===== src/rtl/kv_arbiter.sv =====
// Round-robin arbiter sharing one key/value store slave port between NREQ requesters.
// Sequences issue / wait-for-ack / release on the slave side and times out unanswered lookups.
module kv_arbiter #(
  parameter int NREQ    = 2,
  parameter int AW      = 7,
  parameter int DW      = 7,
  parameter int TIMEOUT = 16
) (
  input  logic              sys_clk,
  input  logic              sys_rst_n,
  input  logic [NREQ-1:0]   req_stb_i,
  input  logic [NREQ-1:0]   req_we_i,
  input  logic [NREQ-1:0]   req_adr_is_key_i,
  input  logic [NREQ-1:0]   req_dat_is_key_i,
  input  logic [NREQ*AW-1:0] req_adr_i,
  input  logic [NREQ*DW-1:0] req_dat_i,
  output logic [NREQ-1:0]   req_ack_o,
  output logic [NREQ-1:0]   req_err_o,
  output logic [DW-1:0]     req_dat_o,
  output logic              req_dup_o,
  output logic [NREQ-1:0]   grant_o,
  output logic              kv_stb_o,
  output logic              kv_cyc_o,
  output logic              kv_we_o,
  output logic              kv_adr_is_key_o,
  output logic              kv_dat_is_key_o,
  output logic [AW-1:0]     kv_adr_o,
  output logic [DW-1:0]     kv_dat_o,
  output logic              kv_abort_o,
  input  logic              kv_ack_i,
  input  logic              kv_dup_i,
  input  logic [DW-1:0]     kv_dat_i,
  input  logic              kv_stall_i
);

  localparam int PW  = (NREQ > 1) ? $clog2(NREQ) : 1;
  localparam int PW1 = PW + 1;
  localparam int CW  = (TIMEOUT > 2) ? $clog2(TIMEOUT) : 1;

  typedef enum logic [1:0] {IDLE, ISSUE, WAIT, RELEASE} state_e;

  state_e            state_q;
  logic [PW-1:0]     ptr_q;
  logic [PW-1:0]     gidx_q;
  logic [CW-1:0]     cnt_q;
  logic              rel_q;
  logic [NREQ-1:0]   grant_q;
  logic [NREQ-1:0]   ack_q;
  logic [NREQ-1:0]   err_q;
  logic [DW-1:0]     rdat_q;
  logic              dup_q;
  logic              stb_q;
  logic              we_q;
  logic              ak_q;
  logic              dk_q;
  logic [AW-1:0]     adr_q;
  logic [DW-1:0]     dat_q;
  logic              abort_q;

  logic              win_vld_d;
  logic [PW-1:0]     win_idx_d;
  logic [PW-1:0]     ptr_d;
  logic [PW1-1:0]    cand;

  // Scan requesters starting at the pointer, wrapping modulo NREQ; first hit wins.
  always_comb begin
    win_vld_d = 1'b0;
    win_idx_d = '0;
    cand      = '0;
    for (int k = 0; k < NREQ; k++) begin
      cand = {1'b0, ptr_q} + PW1'(k);
      if (cand >= PW1'(NREQ)) cand = cand - PW1'(NREQ);
      if (!win_vld_d && req_stb_i[cand[PW-1:0]]) begin
        win_vld_d = 1'b1;
        win_idx_d = cand[PW-1:0];
      end
    end
  end

  assign ptr_d = (gidx_q == PW'(NREQ - 1)) ? '0 : gidx_q + 1'b1;

  always_ff @(posedge sys_clk) begin
    if (!sys_rst_n) begin
      state_q <= IDLE;
      ptr_q   <= '0;
      gidx_q  <= '0;
      cnt_q   <= '0;
      rel_q   <= 1'b0;
      grant_q <= '0;
      ack_q   <= '0;
      err_q   <= '0;
      rdat_q  <= '0;
      dup_q   <= 1'b0;
      stb_q   <= 1'b0;
      we_q    <= 1'b0;
      ak_q    <= 1'b0;
      dk_q    <= 1'b0;
      adr_q   <= '0;
      dat_q   <= '0;
      abort_q <= 1'b0;
    end else begin
      ack_q   <= '0;
      err_q   <= '0;
      abort_q <= 1'b0;
      unique case (state_q)
        IDLE: begin
          if (win_vld_d) begin
            gidx_q  <= win_idx_d;
            grant_q <= NREQ'(1) << win_idx_d;
            we_q    <= req_we_i[win_idx_d];
            ak_q    <= req_adr_is_key_i[win_idx_d];
            dk_q    <= req_dat_is_key_i[win_idx_d];
            adr_q   <= req_adr_i[win_idx_d*AW +: AW];
            dat_q   <= req_dat_i[win_idx_d*DW +: DW];
            stb_q   <= 1'b1;
            state_q <= ISSUE;
          end
        end
        ISSUE: begin
          // Stall holds the request here without touching the timeout counter.
          if (!kv_stall_i) begin
            cnt_q   <= '0;
            state_q <= WAIT;
          end
        end
        WAIT: begin
          if (kv_ack_i) begin
            rdat_q  <= kv_dat_i;
            dup_q   <= kv_dup_i;
            ack_q   <= grant_q;
            stb_q   <= 1'b0;
            rel_q   <= 1'b0;
            state_q <= RELEASE;
          end else if (cnt_q == CW'(TIMEOUT - 1)) begin
            rdat_q  <= '0;
            dup_q   <= 1'b0;
            err_q   <= grant_q;
            abort_q <= 1'b1;
            stb_q   <= 1'b0;
            rel_q   <= 1'b0;
            state_q <= RELEASE;
          end else begin
            cnt_q <= cnt_q + 1'b1;
          end
        end
        RELEASE: begin
          // Two cycles minimum lets the store leave its idle/abort state before the next issue.
          if (rel_q && !kv_ack_i) begin
            grant_q <= '0;
            ptr_q   <= ptr_d;
            cnt_q   <= '0;
            state_q <= IDLE;
          end else begin
            rel_q <= 1'b1;
          end
        end
        default: state_q <= IDLE;
      endcase
    end
  end

  assign req_ack_o       = ack_q;
  assign req_err_o       = err_q;
  assign req_dat_o       = rdat_q;
  assign req_dup_o       = dup_q;
  assign grant_o         = grant_q;
  assign kv_stb_o        = stb_q;
  assign kv_cyc_o        = stb_q;
  assign kv_we_o         = we_q;
  assign kv_adr_is_key_o = ak_q;
  assign kv_dat_is_key_o = dk_q;
  assign kv_adr_o        = adr_q;
  assign kv_dat_o        = dat_q;
  assign kv_abort_o      = abort_q;

endmodule

===== config.mk =====
export PLATFORM = sky130hd
export DESIGN_NAME = kv_arbiter
export DESIGN_NICKNAME = d
export VERILOG_FILES = /design/src/rtl/kv_arbiter.sv
export SDC_FILE = /design/constraint.sdc
export NUM_CORES = 1
export LEC_CHECK = 0
export CAP_MARGIN = 20
export CORE_MARGIN = 3
export CORE_UTILIZATION = 42
export CTS_CLUSTER_DIAMETER = 150
export DETAILED_ROUTE_END_ITERATION = 16
export GPL_ROUTABILITY_DRIVEN = 0
export PLACE_DENSITY = 0.84
export SYNTH_ARGS = -nofsm -noshare
export SYNTH_HDL_FRONTEND = slang
export SYNTH_SLANG_ARGS = --single-unit

===== constraint.sdc =====
create_clock -name sys_clk -period 1.85 [get_ports sys_clk]
set_input_delay 0.2775 -clock sys_clk [delete_from_list [all_inputs] [get_ports sys_clk]]
set_output_delay 0.2775 -clock sys_clk [all_outputs]
set_load 0.01 [all_outputs]

==> summary.txt <==
status = completed
post-route setup TNS = 0 ns
site row count = 23
Avg Inst Size Synth = 9.90 sq um
Yosys reg bits = 42
Placeable Area = 4140 sq um
Async SR Flop Fraction = 0%
Sink Count = 42
Initial DRT Pass Iterations = 4
skew final = 0.00480 ns
Initial Utilization = 45.2%
Startpoint Class = flip-flop
DRC = 0
Post-Route WL = 4540 um
Final WS setup = 0.141 ns
overall power = 3.51 mW
f_max = 585 MHz
Post-Place Cells = 311
met1 wire length = 1970 um
io pins = 82
dpl hpwl = 3400 um
Worst-path clk slew = 0.08 ns
CP max FO = 11
worst slew pin tran = 0.519 ns
highest routed layer = met4
Crit path required time = 2.07 ns
Setup crit end kind = flip-flop
DR WL met2 = 2190 um
r2r worst-path depth = 5
drt wl/cell = 14.2 um
root buffer cell = clkbuf_8
Leak Pwr = 1.17 nW
CTS max path bufs = 2
Clock Latency Late Sink = 0.29 ns
Die Span Y = 72.8 um
crit path DAT = 1.93 ns
cell area after synthesis = 1870 sq um
pwr/cell area = 1240 nW/um^2
vias in the first global route = 1638
number of port buffers = 81
die area = 5290 sq um
largest net degree at the start of global routing = 36
CTS buffer count = 5
Slowest cell on crit path = or3_1
GR Util All Layers = 17.9%
Mapped Cells = 189
worst min-delay path category = reg -> reg
hold buffers post-CTS = 0
Hold Vio Cnt, Final = 0
Yosys cell types = 40
DR vias = 1670
die span in x = 72.8 um
final net count = 321
Final ANT Viol Nets = 0
sequential area share after synthesis = 44.9%
layout cells sized above 1 = 7.43%
initial antenna violation count = 0
min cycle time layout = 1.71 ns
RSZ-0062 raised after global routing = no
Place WS = 0.0590 ns
critical setup path kind = reg -> reg
Largest stage delay, worst path = 0.45 ns
postcts setup bufs = 0
worst path cell trace = inv_1, ha_1, or3_1, and3_4, o22ai_1
peak supply drop = 0.000590 V
DR iter-0 viols = 91
Via-to-Cell Ratio = 5.24
Synth top area share = 44.9%
H-tree levels = 2
Non-Filler Instances = 319
post-synthesis net count = 242
Slew Limit Fails = 0
Resized Gates After CTS = 0
period utilization = 92.4%
Layout area overhead = 51.5%
GRT Residual Overflow = 0
TritonCTS clock tree = built
Post-synth EDFFs = 0
Rel. slew slack = 65.3%
Synth Flop Type = dfxtp_1
Hold Path Depth = 1
largest area contributor in the netlist = dfxtp_1
Inserted Diodes = 0
final setup fails = 0
met3 wire len = 304 um
first-pass GRT wire length = 7500 um
yosys warns = 0
maxcap violations = 0
synth top area cells = dfxtp_1 (45%), mux2i_1 (9.1%), a211oi_1 (8.0%)
-- Yosys cell counts (2+ instances only) --
library cell,count
dfxtp_1,42
nor2_1,24
a211oi_1,20
mux2i_1,17
inv_1,9
a22o_1,8
buf_2,7
and2_1,6
nand2_1,6
ha_1,5
a21oi_1,4
and3_1,3
o22ai_1,3
a21boi_0,2
a21o_1,2
buf_1,2
nand2b_4,2
nand3_1,2
nand4_1,2
nor3_1,2
or3_1,2
-- metal layers --
metal | GRT usage, % | vias to the layer above
li1 | - | 842
met1 | 23.3 | 761
met2 | 28.5 | 61
met3 | 4.68 | 6
met4 | 6.97 | 0
met5 | 0 | -
-- area by class of cell --
cell class / count / area (sq um)
fillers: 333 / 1310
multi-input cells: 125 / 912
repair buffers: 85 / 878
flip-flops and latches: 42 / 841
clock buffers: 5 / 68.8
well taps: 50 / 62.6
clock inverters: 3 / 40.0
inverters: 9 / 33.8
-- power by group --
group          internal, mW  total (mW)  switching (mW)  leakage [nW]
Clock                 0.397       0.710           0.313        0.0579
Combinational         0.818        1.55           0.731         0.766
Sequential             1.12        1.25           0.130         0.344
Total                  2.34        3.51            1.17          1.17
-- sequential cells by signal (all words and copies together), names as in the netlist, 2 cells and up --
| name | flops |
|---|---|
| cnt_q | 4 |
| grant_o | 2 |
| kv_adr_o | 7 |
| kv_dat_o | 7 |
| req_ack_o | 2 |
| req_dat_o | 7 |
| req_err_o | 2 |
| state_q | 2 |
-- metrics by stage --
stage | utilization [%] | area (sq um) | hold WS (ns)
finish | 68.4 | 2840 | 0.434
floorplan | - | 1870 | 0.371
CTS | 68.4 | 2840 | 0.441
detailed placement | 65.8 | 2730 | 0.435
global route | 68.4 | 2840 | 0.458
global placement | 65.8 | 2730 | 0.420
-- path summary, 6_finish.rpt --
check	from	slack (ns)	endpoint
setup / recovery	state_q[0]	0.14	cnt_q[0]
hold / removal	gidx_q	0.43	ptr_q
setup reg to reg	state_q[0]	0.14	cnt_q[0]
hold reg to reg	gidx_q	0.43	ptr_q
-- cell usage in the layout (no fill, tap or decap), types with 2 or more instances in the layout --
cell type	synthesis	routed
clkinv_2	0	2
and3_1	3	3
a21boi_0	2	2
clkdlybuf4s50_1	0	81
buf_12	1	3
nand4_1	2	2
ha_1	5	5
dfxtp_1	42	42
nor2_1	24	24
nand2_1	6	6
nand3_1	2	2
or3_1	2	2
o22ai_1	3	3
a21o_1	2	2
nand2b_4	2	2
inv_1	9	9
a22o_1	8	8
mux2i_1	17	17
clkbuf_8	0	5
a211oi_1	20	20
and2_1	6	6
nor3_1	2	2
a21oi_1	4	4
-- logic make-up (layout without fill, tap and decap cells) --
kind of cell / after synthesis / in the layout / synth area share (%)
flops: 42 / 42 / 44.9
simple gates: 54 / 54 / 15.5
mux: 17 / 17 / 9.09
buf+inv: 22 / 102 / 6.35
compound gates: 49 / 49 / 20.8
fa+ha+maj: 5 / 5 / 3.34
-- critical path: cells and delay by family, from the launching register on --
kind,cells,cell delay (ns)
buffers and inverters,1,0.08
and+or+nand+nor,2,0.66
adders and majority gates,1,0.35
AOI/OAI and AO/OA,1,0.15
DFF,1,0.39
Note: power is estimated with default switching activity, not from simulation.
